--- config.mk ---
export PLATFORM = sky130hd
export DESIGN_NAME = uart_rx_deserializer_flat
export DESIGN_NICKNAME = d
export VERILOG_FILES = /design/src/rtl/uart_pkg.sv /design/src/rtl/uart_rx_deserializer_if.sv /design/src/rtl/uart_rx_sampler.sv /design/src/rtl/uart_rx_deserializer.sv /design/src/flat_wrapper.sv
export SDC_FILE = /design/constraint.sdc
export NUM_CORES = 1
export LEC_CHECK = 0
export BUFFER_PORTS_ARGS = -buffer_cell sky130_fd_sc_hd__buf_2
export CELL_PAD_IN_SITES_DETAIL_PLACEMENT = 1
export CELL_PAD_IN_SITES_GLOBAL_PLACEMENT = 1
export CORE_ASPECT_RATIO = 1.2
export CORE_MARGIN = 1
export CORE_UTILIZATION = 37
export DETAILED_ROUTE_END_ITERATION = 10
export GPL_TIMING_DRIVEN = 0
export PLACE_DENSITY = 0.74
export SLEW_MARGIN = 15
export SYNTH_ARGS = -nofsm -noshare
export SYNTH_HDL_FRONTEND = slang
export SYNTH_SLANG_ARGS = --single-unit
export TNS_END_PERCENT = 100
--- constraint.sdc ---
create_clock -name clk -period 4.3 [get_ports clk]
set_clock_uncertainty 0.1 [all_clocks]
set_input_delay 1.075 -clock clk [delete_from_list [all_inputs] [get_ports clk]]
set_output_delay 1.075 -clock clk [all_outputs]
set_load 0.01 [all_outputs]
--- src/rtl/uart_pkg.sv ---
// Shared types and constants for the UART receive path.
// Includes the FSM state enum and the 3-sample vote helpers.
package uart_pkg;

  typedef enum logic [2:0] {
    IDLE,
    START,
    DATA,
    PARITY,
    STOP,
    BREAK
  } state_t;

  localparam int OVERSAMPLE_DEF = 16;

  function automatic int vote_first(input int os);
    return os / 2 - 1;
  endfunction

  function automatic int vote_mid(input int os);
    return os / 2;
  endfunction

  function automatic int vote_last(input int os);
    return os / 2 + 1;
  endfunction

  function automatic logic maj3(input logic a,
                                input logic b,
                                input logic c);
    return (a & b) | (a & c) | (b & c);
  endfunction

endpackage

--- src/rtl/uart_rx_deserializer_if.sv ---
// Parallel side of the receiver: RX FIFO write port and status.
// master = deserializer, slave = FIFO / status consumer.
interface uart_rx_deserializer_if #(
  parameter int DATA_BITS = 8
);
  logic                 fifo_full;
  logic [DATA_BITS-1:0] rx_data;
  logic                 rx_valid;
  logic                 parity_error;
  logic                 frame_error;
  logic                 overrun_error;
  logic                 rx_busy;

  modport master (
    input  fifo_full,
    output rx_data,
    output rx_valid,
    output parity_error,
    output frame_error,
    output overrun_error,
    output rx_busy
  );

  modport slave (
    output fifo_full,
    input  rx_data,
    input  rx_valid,
    input  parity_error,
    input  frame_error,
    input  overrun_error,
    input  rx_busy
  );
endinterface

--- src/rtl/uart_rx_sampler.sv ---
// Pin synchronizer plus 3-sample majority vote around mid-bit.
// vote is meaningful on the baud_tick where tcnt is the last vote tick.
module uart_rx_sampler
  import uart_pkg::*;
#(
  parameter int OVERSAMPLE = OVERSAMPLE_DEF,
  parameter int TW         = $clog2(OVERSAMPLE)
) (
  input  logic          clk,
  input  logic          reset_n,
  input  logic          rx_pin,
  input  logic          baud_tick,
  input  logic [TW-1:0] tcnt,
  output logic          rxs,
  output logic          vote
);

  localparam logic [TW-1:0] T_V0 = TW'(vote_first(OVERSAMPLE));
  localparam logic [TW-1:0] T_V1 = TW'(vote_mid(OVERSAMPLE));

  logic [1:0] sync_q, sync_d;
  logic [1:0] smp_q, smp_d;

  assign rxs  = sync_q[1];
  assign vote = maj3(smp_q[0], smp_q[1], rxs);

  // Next synchronizer stage and captured early vote samples
  always_comb begin
    sync_d = {sync_q[0], rx_pin};
    smp_d  = smp_q;
    if (baud_tick && tcnt == T_V0) smp_d[0] = rxs;
    if (baud_tick && tcnt == T_V1) smp_d[1] = rxs;
  end

  // Sampler state; line idles high
  always_ff @(posedge clk or negedge reset_n) begin
    if (!reset_n) begin
      sync_q <= 2'b11;
      smp_q  <= 2'b11;
    end else begin
      sync_q <= sync_d;
      smp_q  <= smp_d;
    end
  end

endmodule

--- src/rtl/uart_rx_deserializer.sv ---
// UART receive bit engine: framing FSM, shift register and
// one-cycle FIFO write / error strobes.
module uart_rx_deserializer
  import uart_pkg::*;
#(
  parameter int DATA_BITS  = 8,
  parameter int OVERSAMPLE = OVERSAMPLE_DEF,
  parameter bit PARITY_EN  = 1'b0,
  parameter bit PARITY_ODD = 1'b0
) (
  input  logic clk,
  input  logic reset_n,
  input  logic rx_pin,
  input  logic baud_tick,
  uart_rx_deserializer_if.master rx_if
);

  localparam int TW = $clog2(OVERSAMPLE);
  localparam int BW = $clog2(DATA_BITS);
  localparam logic [TW-1:0] T_LAST = TW'(OVERSAMPLE - 1);
  localparam logic [TW-1:0] T_VOTE = TW'(vote_last(OVERSAMPLE));
  localparam logic [BW-1:0] B_LAST = BW'(DATA_BITS - 1);

  state_t                 state_q, state_d;
  logic [TW-1:0]          tcnt_q, tcnt_d;
  logic [BW-1:0]          bcnt_q, bcnt_d;
  logic [DATA_BITS-1:0]   shreg_q, shreg_d;
  logic [DATA_BITS-1:0]   data_q, data_d;
  logic                   perr_q, perr_d;
  logic                   valid_q, valid_d;
  logic                   pe_q, pe_d;
  logic                   fe_q, fe_d;
  logic                   oe_q, oe_d;
  logic                   rxs, vote;
  logic                   at_vote, at_last;

  uart_rx_sampler #(
    .OVERSAMPLE(OVERSAMPLE),
    .TW        (TW)
  ) u_sampler (
    .clk      (clk),
    .reset_n  (reset_n),
    .rx_pin   (rx_pin),
    .baud_tick(baud_tick),
    .tcnt     (tcnt_q),
    .rxs      (rxs),
    .vote     (vote)
  );

  assign at_vote = (tcnt_q == T_VOTE);
  assign at_last = (tcnt_q == T_LAST);

  assign rx_if.rx_data       = data_q;
  assign rx_if.rx_valid      = valid_q;
  assign rx_if.parity_error  = pe_q;
  assign rx_if.frame_error   = fe_q;
  assign rx_if.overrun_error = oe_q;
  assign rx_if.rx_busy       = (state_q != IDLE);

  // Frame FSM: advances only on baud_tick, strobes default low
  always_comb begin
    state_d = state_q;
    tcnt_d  = tcnt_q;
    bcnt_d  = bcnt_q;
    shreg_d = shreg_q;
    data_d  = data_q;
    perr_d  = perr_q;
    valid_d = 1'b0;
    pe_d    = 1'b0;
    fe_d    = 1'b0;
    oe_d    = 1'b0;
    if (baud_tick) begin
      tcnt_d = at_last ? '0 : tcnt_q + 1'b1;
      unique case (state_q)
        IDLE: begin
          tcnt_d = '0;
          if (!rxs) begin
            state_d = START;
            bcnt_d  = '0;
            perr_d  = 1'b0;
          end
        end
        START: begin
          if (at_vote && vote) state_d = IDLE;
          else if (at_last)    state_d = DATA;
        end
        DATA: begin
          if (at_vote) shreg_d = {vote, shreg_q[DATA_BITS-1:1]};
          if (at_last) begin
            if (bcnt_q == B_LAST) begin
              bcnt_d  = '0;
              state_d = PARITY_EN ? PARITY : STOP;
            end else begin
              bcnt_d = bcnt_q + 1'b1;
            end
          end
        end
        PARITY: begin
          if (at_vote) perr_d = vote ^ (^shreg_q) ^ PARITY_ODD;
          if (at_last) state_d = STOP;
        end
        STOP: begin
          if (at_vote) begin
            if (!vote) begin
              fe_d    = 1'b1;
              state_d = BREAK;
            end else if (rx_if.fifo_full) begin
              oe_d    = 1'b1;
              state_d = IDLE;
            end else begin
              data_d  = shreg_q;
              valid_d = 1'b1;
              pe_d    = perr_q;
              state_d = IDLE;
            end
          end
        end
        BREAK: begin
          tcnt_d = '0;
          if (rxs) state_d = IDLE;
        end
        default: state_d = IDLE;
      endcase
    end
  end

  // FSM, datapath and strobe registers
  always_ff @(posedge clk or negedge reset_n) begin
    if (!reset_n) begin
      state_q <= IDLE;
      tcnt_q  <= '0;
      bcnt_q  <= '0;
      shreg_q <= '0;
      data_q  <= '0;
      perr_q  <= 1'b0;
      valid_q <= 1'b0;
      pe_q    <= 1'b0;
      fe_q    <= 1'b0;
      oe_q    <= 1'b0;
    end else begin
      state_q <= state_d;
      tcnt_q  <= tcnt_d;
      bcnt_q  <= bcnt_d;
      shreg_q <= shreg_d;
      data_q  <= data_d;
      perr_q  <= perr_d;
      valid_q <= valid_d;
      pe_q    <= pe_d;
      fe_q    <= fe_d;
      oe_q    <= oe_d;
    end
  end

endmodule

--- src/flat_wrapper.sv ---
// flat-port wrapper written by rule: the top's interface ports become plain ports
module uart_rx_deserializer_flat import uart_pkg::*;
#(
  parameter int DATA_BITS  = 8,
  parameter int OVERSAMPLE = OVERSAMPLE_DEF,
  parameter bit PARITY_EN  = 1'b0,
  parameter bit PARITY_ODD = 1'b0
)
  (clk, reset_n, rx_pin, baud_tick, rx_if_fifo_full, rx_if_rx_data, rx_if_rx_valid, rx_if_parity_error, rx_if_frame_error, rx_if_overrun_error, rx_if_rx_busy);
  uart_rx_deserializer_if #(.DATA_BITS(DATA_BITS)) rx_if_i ();
  input  logic clk;
  input  logic reset_n;
  input  logic rx_pin;
  input  logic baud_tick;
  input wire logic [$bits(rx_if_i.fifo_full)-1:0] rx_if_fifo_full;
  output wire logic [$bits(rx_if_i.rx_data)-1:0] rx_if_rx_data;
  output wire logic [$bits(rx_if_i.rx_valid)-1:0] rx_if_rx_valid;
  output wire logic [$bits(rx_if_i.parity_error)-1:0] rx_if_parity_error;
  output wire logic [$bits(rx_if_i.frame_error)-1:0] rx_if_frame_error;
  output wire logic [$bits(rx_if_i.overrun_error)-1:0] rx_if_overrun_error;
  output wire logic [$bits(rx_if_i.rx_busy)-1:0] rx_if_rx_busy;
  assign rx_if_i.fifo_full = rx_if_fifo_full;
  assign rx_if_rx_data = rx_if_i.rx_data;
  assign rx_if_rx_valid = rx_if_i.rx_valid;
  assign rx_if_parity_error = rx_if_i.parity_error;
  assign rx_if_frame_error = rx_if_i.frame_error;
  assign rx_if_overrun_error = rx_if_i.overrun_error;
  assign rx_if_rx_busy = rx_if_i.rx_busy;
  uart_rx_deserializer #(.DATA_BITS(DATA_BITS), .OVERSAMPLE(OVERSAMPLE), .PARITY_EN(PARITY_EN), .PARITY_ODD(PARITY_ODD)) u_core (.clk(clk), .reset_n(reset_n), .rx_pin(rx_pin), .baud_tick(baud_tick), .rx_if(rx_if_i));
endmodule
== After elaboration in Yosys (flattened, before gate mapping) ==
Index checks and enable logic that the tools add are counted.
Storage, ports and cells
  register bits after elaboration: 35
  word-level logic and storage cells: 92
Operators by class
  add/subtract/negate cells: 2
  equality and inequality tests: 18
  muxes and demuxes: 38
  bitwise operators: 7
  reductions and logical operators: 14
Operators with widths (number)
  $mux 3: 12
  $mux 1: 21
  $pmux 3 s6: 1
  $eq 4x4->1 const B: 3
  $ne 2x1->1 const B: 5
  $eq 3x3->1 const B: 3
  $mux 4: 2
  $reduce_and 4->1: 2
  $reduce_and 8->1: 1
  $reduce_xor 8->1: 1
  $eq 3x2->1 const B: 2
  $pmux 3 s2: 1
  $reduce_and 5->1: 1
  $add 4x1->4 const B: 1
  $eq 4x3->1 const B: 1
  $ne 2x2->1 const B: 2
  $reduce_bool 2->1: 2
  $add 3x1->3 const B: 1
  $and 1x1->1: 3
  $eq 3x1->1 const B: 1
  $logic_and 1x1->1: 3
  $logic_not 3->1: 1
  $ne 3x1->1 const B: 1
  $reduce_and 3->1: 1
  6 further kinds: 7

== Logic depth before layout (Yosys ltp) ==
  word-level depth: 7
  mapped depth: 7
  mapped depth without buffers: 6

== Hierarchy ==
A second synthesis with hierarchy kept.
Second synthesis, totals
  cells, all modules: 143
  area, all modules: 1734.2 um^2
By module, submodules not included
  uart_rx_deserializer: times used 1, cells an instance 132, area an instance 1561.5 um^2, sequential area each 775.7 um^2
  uart_rx_sampler: times used 1, cells an instance 11, area an instance 172.7 um^2, sequential area each 105.1 um^2

== Least setup slack after synthesis ==
Ideal clock, no wire load.
  kind: input -> register
  start point: input port baud_tick
  end point: register u_core.data_q[0] (netlist: u_core.rx_if.rx_data[0])
  arrival time: 1978 ps
  slack: 2097 ps
  cell stages on the path: 5
  path buffers: 1
  path through: and4b_1 nand4_1 nand2b_1 buf_6 mux2_4
On the way
  longest elaborated chain between the ends: 1
RTL lines
  start, declared: line flat_wrapper.sv:14  | input logic baud_tick;
  $reduce_and 5->1 (no source line)
  end signal, assigned: line uart_rx_deserializer.sv:145  | data_q <= data_d;
  end, declared: line uart_rx_deserializer.sv:28  | logic [DATA_BITS-1:0] data_q, data_d;
No other way between the ends.
A chain may end at the register's enable or synchronous reset.

== Worst setup path after layout ==
  start point: register u_core.state_q[2]
  end point: output port rx_if_rx_busy
On the way
  longest elaborated chain between the ends: 1
RTL lines
  start, declared: line uart_rx_deserializer.sv:24  | state_t state_q, state_d;
  start signal, assigned: line uart_rx_deserializer.sv:141  | state_q <= state_d;
  $reduce_bool 3->1: line uart_rx_deserializer.sv:58  | assign rx_if.rx_busy = (state_q != IDLE);
  end, declared: line flat_wrapper.sv:21  | output wire logic [$bits(rx_if_i.rx_busy)-1:0] rx_if_rx_busy;
No other way between the ends.

==> results.py <==
metrics = {
    "worst_setup_path": {
        "reg2reg_slack_ns": 2.35,
        "cp-startpoint": "u_core.state_q[2]$_DFFE_PN0P_",
        "crit_arrival_ns": 1.33,
        "r2r-end": "u_core.rx_if.rx_data[5]$_DFFE_PN0P_",
        "critPathMaxFanout": 10,
        "start_kind": "flop",
        "cp-end-kind": "primary output",
        "r2r_cells": 7,
        "timing.rr.start": "u_core.tcnt_q[1]$_DFFE_PN0P_",
        "crit_type": "reg -> out",
        "timing.critical_path.required_ns": 3.12,
    },
    "grt": {
        "grtUsageTotal_pct": 16.11,
        "grt_max_degree": 36,
        "grt_pass1_wl_um": 6182,
        "grt_pass1_vias": 1300,
        "antenna_found_initial": 0,
        "gr-total-overflow": 0,
    },
    "synth": {
        "synth.yosys.seq_area_share_pct": 49.86,
        "syn_inst": 144,
        "syn-num-nets": 154,
        "synth_area_per_cell_um2": 12.27,
        "ys_types": 44,
        "syn_area_mm2": 0.001767,
        "ys_warn_count": 0,
        "synth_seq_cells": 35,
    },
    "min_path": {
        "holdPathStages": 0,
        "hp-class": "reg -> reg",
        "min_to": "u_core.u_sampler.sync_q[1]$_DFF_PN1_",
        "min_from": "u_core.u_sampler.sync_q[0]$_DFF_PN1_",
    },
    "floorplan": {
        "rows": 27,
        "die_w_um": 65.08,
        "fp.dieH_um": 77.70,
        "start_util_pct": 38.45,
        "io_pins": 18,
        "dieArea_mm2": 0.005056,
        "design.core.area_mm2": 0.004594,
    },
    "place": {
        "post_dp_cell_area_mm2": 0.001924,
        "gp_congestion": 0.8467,
        "dp_hpwl_um": 2678,
        "port_buffers": 17,
    },
    "cells_and_area": {
        "stdcell_area_mm2": 0.002012,
        "diodes": 0,
        "areaGrowthSynthToFinish_pct": 13.88,
        "layout-drive-gt1-share_pct": 30.95,
        "nNetsFinal": 178,
    },
    "job": {
        "cap_violations": 0,
    },
    "routing": {
        "viasPerCell": 5.363,
        "wl_um": 3617,
        "vias": 1212,
        "routedWlPerCell_um": 16.00,
        "drt_pass1_iterations": 4,
        "antenna_left": 0,
        "drtIter0Drc": 30,
        "drc": 0,
    },
    "timing": {
        "setup_tns_ns": 0,
        "fin_crit_sh_pct": 58.22,
        "finalHoldViolations": 0,
        "tightest_slew_ns": 0.7942,
        "report.final.slew_viol_count": 0,
        "finalSetupViolCount": 0,
        "grt_setup_unrepaired": "false",
        "fmax_mhz": 399.5,
        "worst_hold_slack_ns": 0.2575,
        "max_slew_margin_pct": 47.05,
        "finalCriticalPeriod_ns": 2.503,
    },
    "clocking": {
        "clock_latency_ns": 0.28,
        "cts_made_buffers": 5,
        "cts_hold_buf": 0,
        "clockBufferDepth": 2,
        "cts_tree": "done",
        "cts_resized": 0,
        "cts_setup_buffers": 0,
        "cts_htree_levels": 2,
        "cts.sinks": 35,
        "clk_pin_slew_ns": 0.07,
        "cts_root_buffer": "clkbuf_8",
    },
    "outcome": {
        "status": "finished, final reports clean",
    },
    "power_and_ir_drop": {
        "leakage_nw": 1.062,
        "ir_drop_mv": 0.2610,
        "power_density_mw_per_mm2": 407.1,
    },
}
==> final cells by class <==
cell class	instances	area [um^2]
inverter	9	33.78
sequential	35	880.8
buffer	6	37.54
multi-input combinational	94	814.5
timing repair buffer	17	85.08
clock inverter	1	5.005
fill	500	2582
tap	58	72.57
clock buffer	6	82.58
==> metrics by stage <==
stage | total power, W | utilization, % | std cells | setup WS, ns
global placement | 0.0005741 | 41.88 | 219 | 1.879
detailed placement | 0.0005887 | 41.88 | 219 | 1.840
finish | 0.0008192 | 43.79 | 226 | 1.797
floorplan | 0.0005282 | - | 144 | 2.097
global route | 0.0008693 | 43.79 | 226 | 1.698
CTS | 0.0008275 | 43.79 | 226 | 1.764
==> where the power goes <==
part	switching, W	internal [W]
Combinational	0.000123	0.0000854
Clock	0.000111	0.000126
Sequential	0.0000181	0.000356
Total	0.000252	0.000567
==> worst max-delay path: stages, from the launching register on <==
cell,delay (ns)
dfrtp_1,0.38
buf_2,0.19
nor2_2,0.25
nand2_1,0.09
buf_2,0.14
==> how the worst max path moves through the flow <==
stage	to	slack (ns)	depth (start not counted)
after global placement	u_core.rx_if.rx_data[7]$_DFFE_PN0P_	1.88	6
after floorplan	u_core.rx_if.rx_data[0]$_DFFE_PN0P_	2.10	5
after CTS	rx_if_rx_busy	1.76	4
after detailed placement	u_core.rx_if.rx_data[2]$_DFFE_PN0P_	1.84	6
after global routing	rx_if_rx_busy	1.70	4
final	rx_if_rx_busy	1.80	4
==> flip-flops by register name, summed over array words and instances (netlist names) <==
name and cells:
u_core.rx_if.rx_data 8, u_core.shreg_q 8, u_core.tcnt_q 4, u_core.bcnt_q 3, u_core.state_q 3, u_core.u_sampler.smp_q 2, u_core.u_sampler.sync_q 2, u_core.perr_q 1
u_core.rx_if.frame_error 1, u_core.rx_if.overrun_error 1, u_core.rx_if.parity_error 1, u_core.rx_if.rx_valid 1
==> cell usage after synthesis (all sizes together) <==
cell / number / area [um^2]
clkbuf: 1 / 3.750
dfrtp: 31 / 775.7
a41oi: 2 / 17.52
nor4bb: 1 / 10.01
xnor2: 6 / 52.55
o41ai: 1 / 16.27
o31ai: 1 / 7.510
nand3: 6 / 30.03
o221ai: 1 / 8.760
a311oi: 1 / 15.01
xnor3: 1 / 22.52
nand2b: 3 / 18.77
o21ai: 4 / 20.02
or2: 2 / 12.52
a32o: 2 / 20.02
nand4b: 1 / 8.760
a31oi: 1 / 6.260
buf: 5 / 33.78
a211o: 1 / 8.760
nand2: 6 / 22.52
nand4: 2 / 12.51
and3: 5 / 36.28
maj3: 1 / 11.26
a21oi: 2 / 10.01
and4b: 2 / 20.02
a21o: 1 / 7.510
nor3b: 1 / 7.510
ha: 5 / 62.56
mux2: 21 / 266.5
nor2: 7 / 28.78
nand3b: 1 / 7.510
dfstp: 4 / 105.1
and3b: 1 / 8.760
a41o: 1 / 10.01
nor3: 2 / 10.01
a32oi: 2 / 17.52
inv: 9 / 33.78
==> layer usage <==
metal / GRT usage, % / wire [um] / vias to the layer above
met2: 29.90 / 1992 / 20
met1: 17.29 / 1472 / 620
met4: 5.000 / 55 / 0
met3: 4.412 / 96 / 6
met5: 0 / 0 / -
li1: - / - / 566
==> kinds of logic after synthesis <==
logic type	after synthesis	share of synthesized area (%)
buffers and inverters	15	4.036
DFF	35	49.86
and+or+nand+nor	40	13.24
AOI/OAI and AO/OA	20	9.350
muxes	21	15.09
xor gates and xnor gates	7	4.249
adders and majority gates	6	4.178
==> placed cells by master (no fill, tap or decap), types with 3 or more instances in the layout <==
| cell | n |
|---|---|
| and3_1 | 4 |
| buf_2 | 20 |
| clkbuf_8 | 6 |
| dfrtp_1 | 31 |
| dfstp_2 | 4 |
| ha_1 | 5 |
| inv_1 | 9 |
| mux2_1 | 8 |
| mux2_2 | 5 |
| mux2_4 | 8 |
| nand2_1 | 6 |
| nand2b_1 | 3 |
| nand3_1 | 6 |
| nor2_1 | 6 |
| o21ai_0 | 4 |
| xnor2_1 | 6 |
Power figures use the tool's default switching activity.
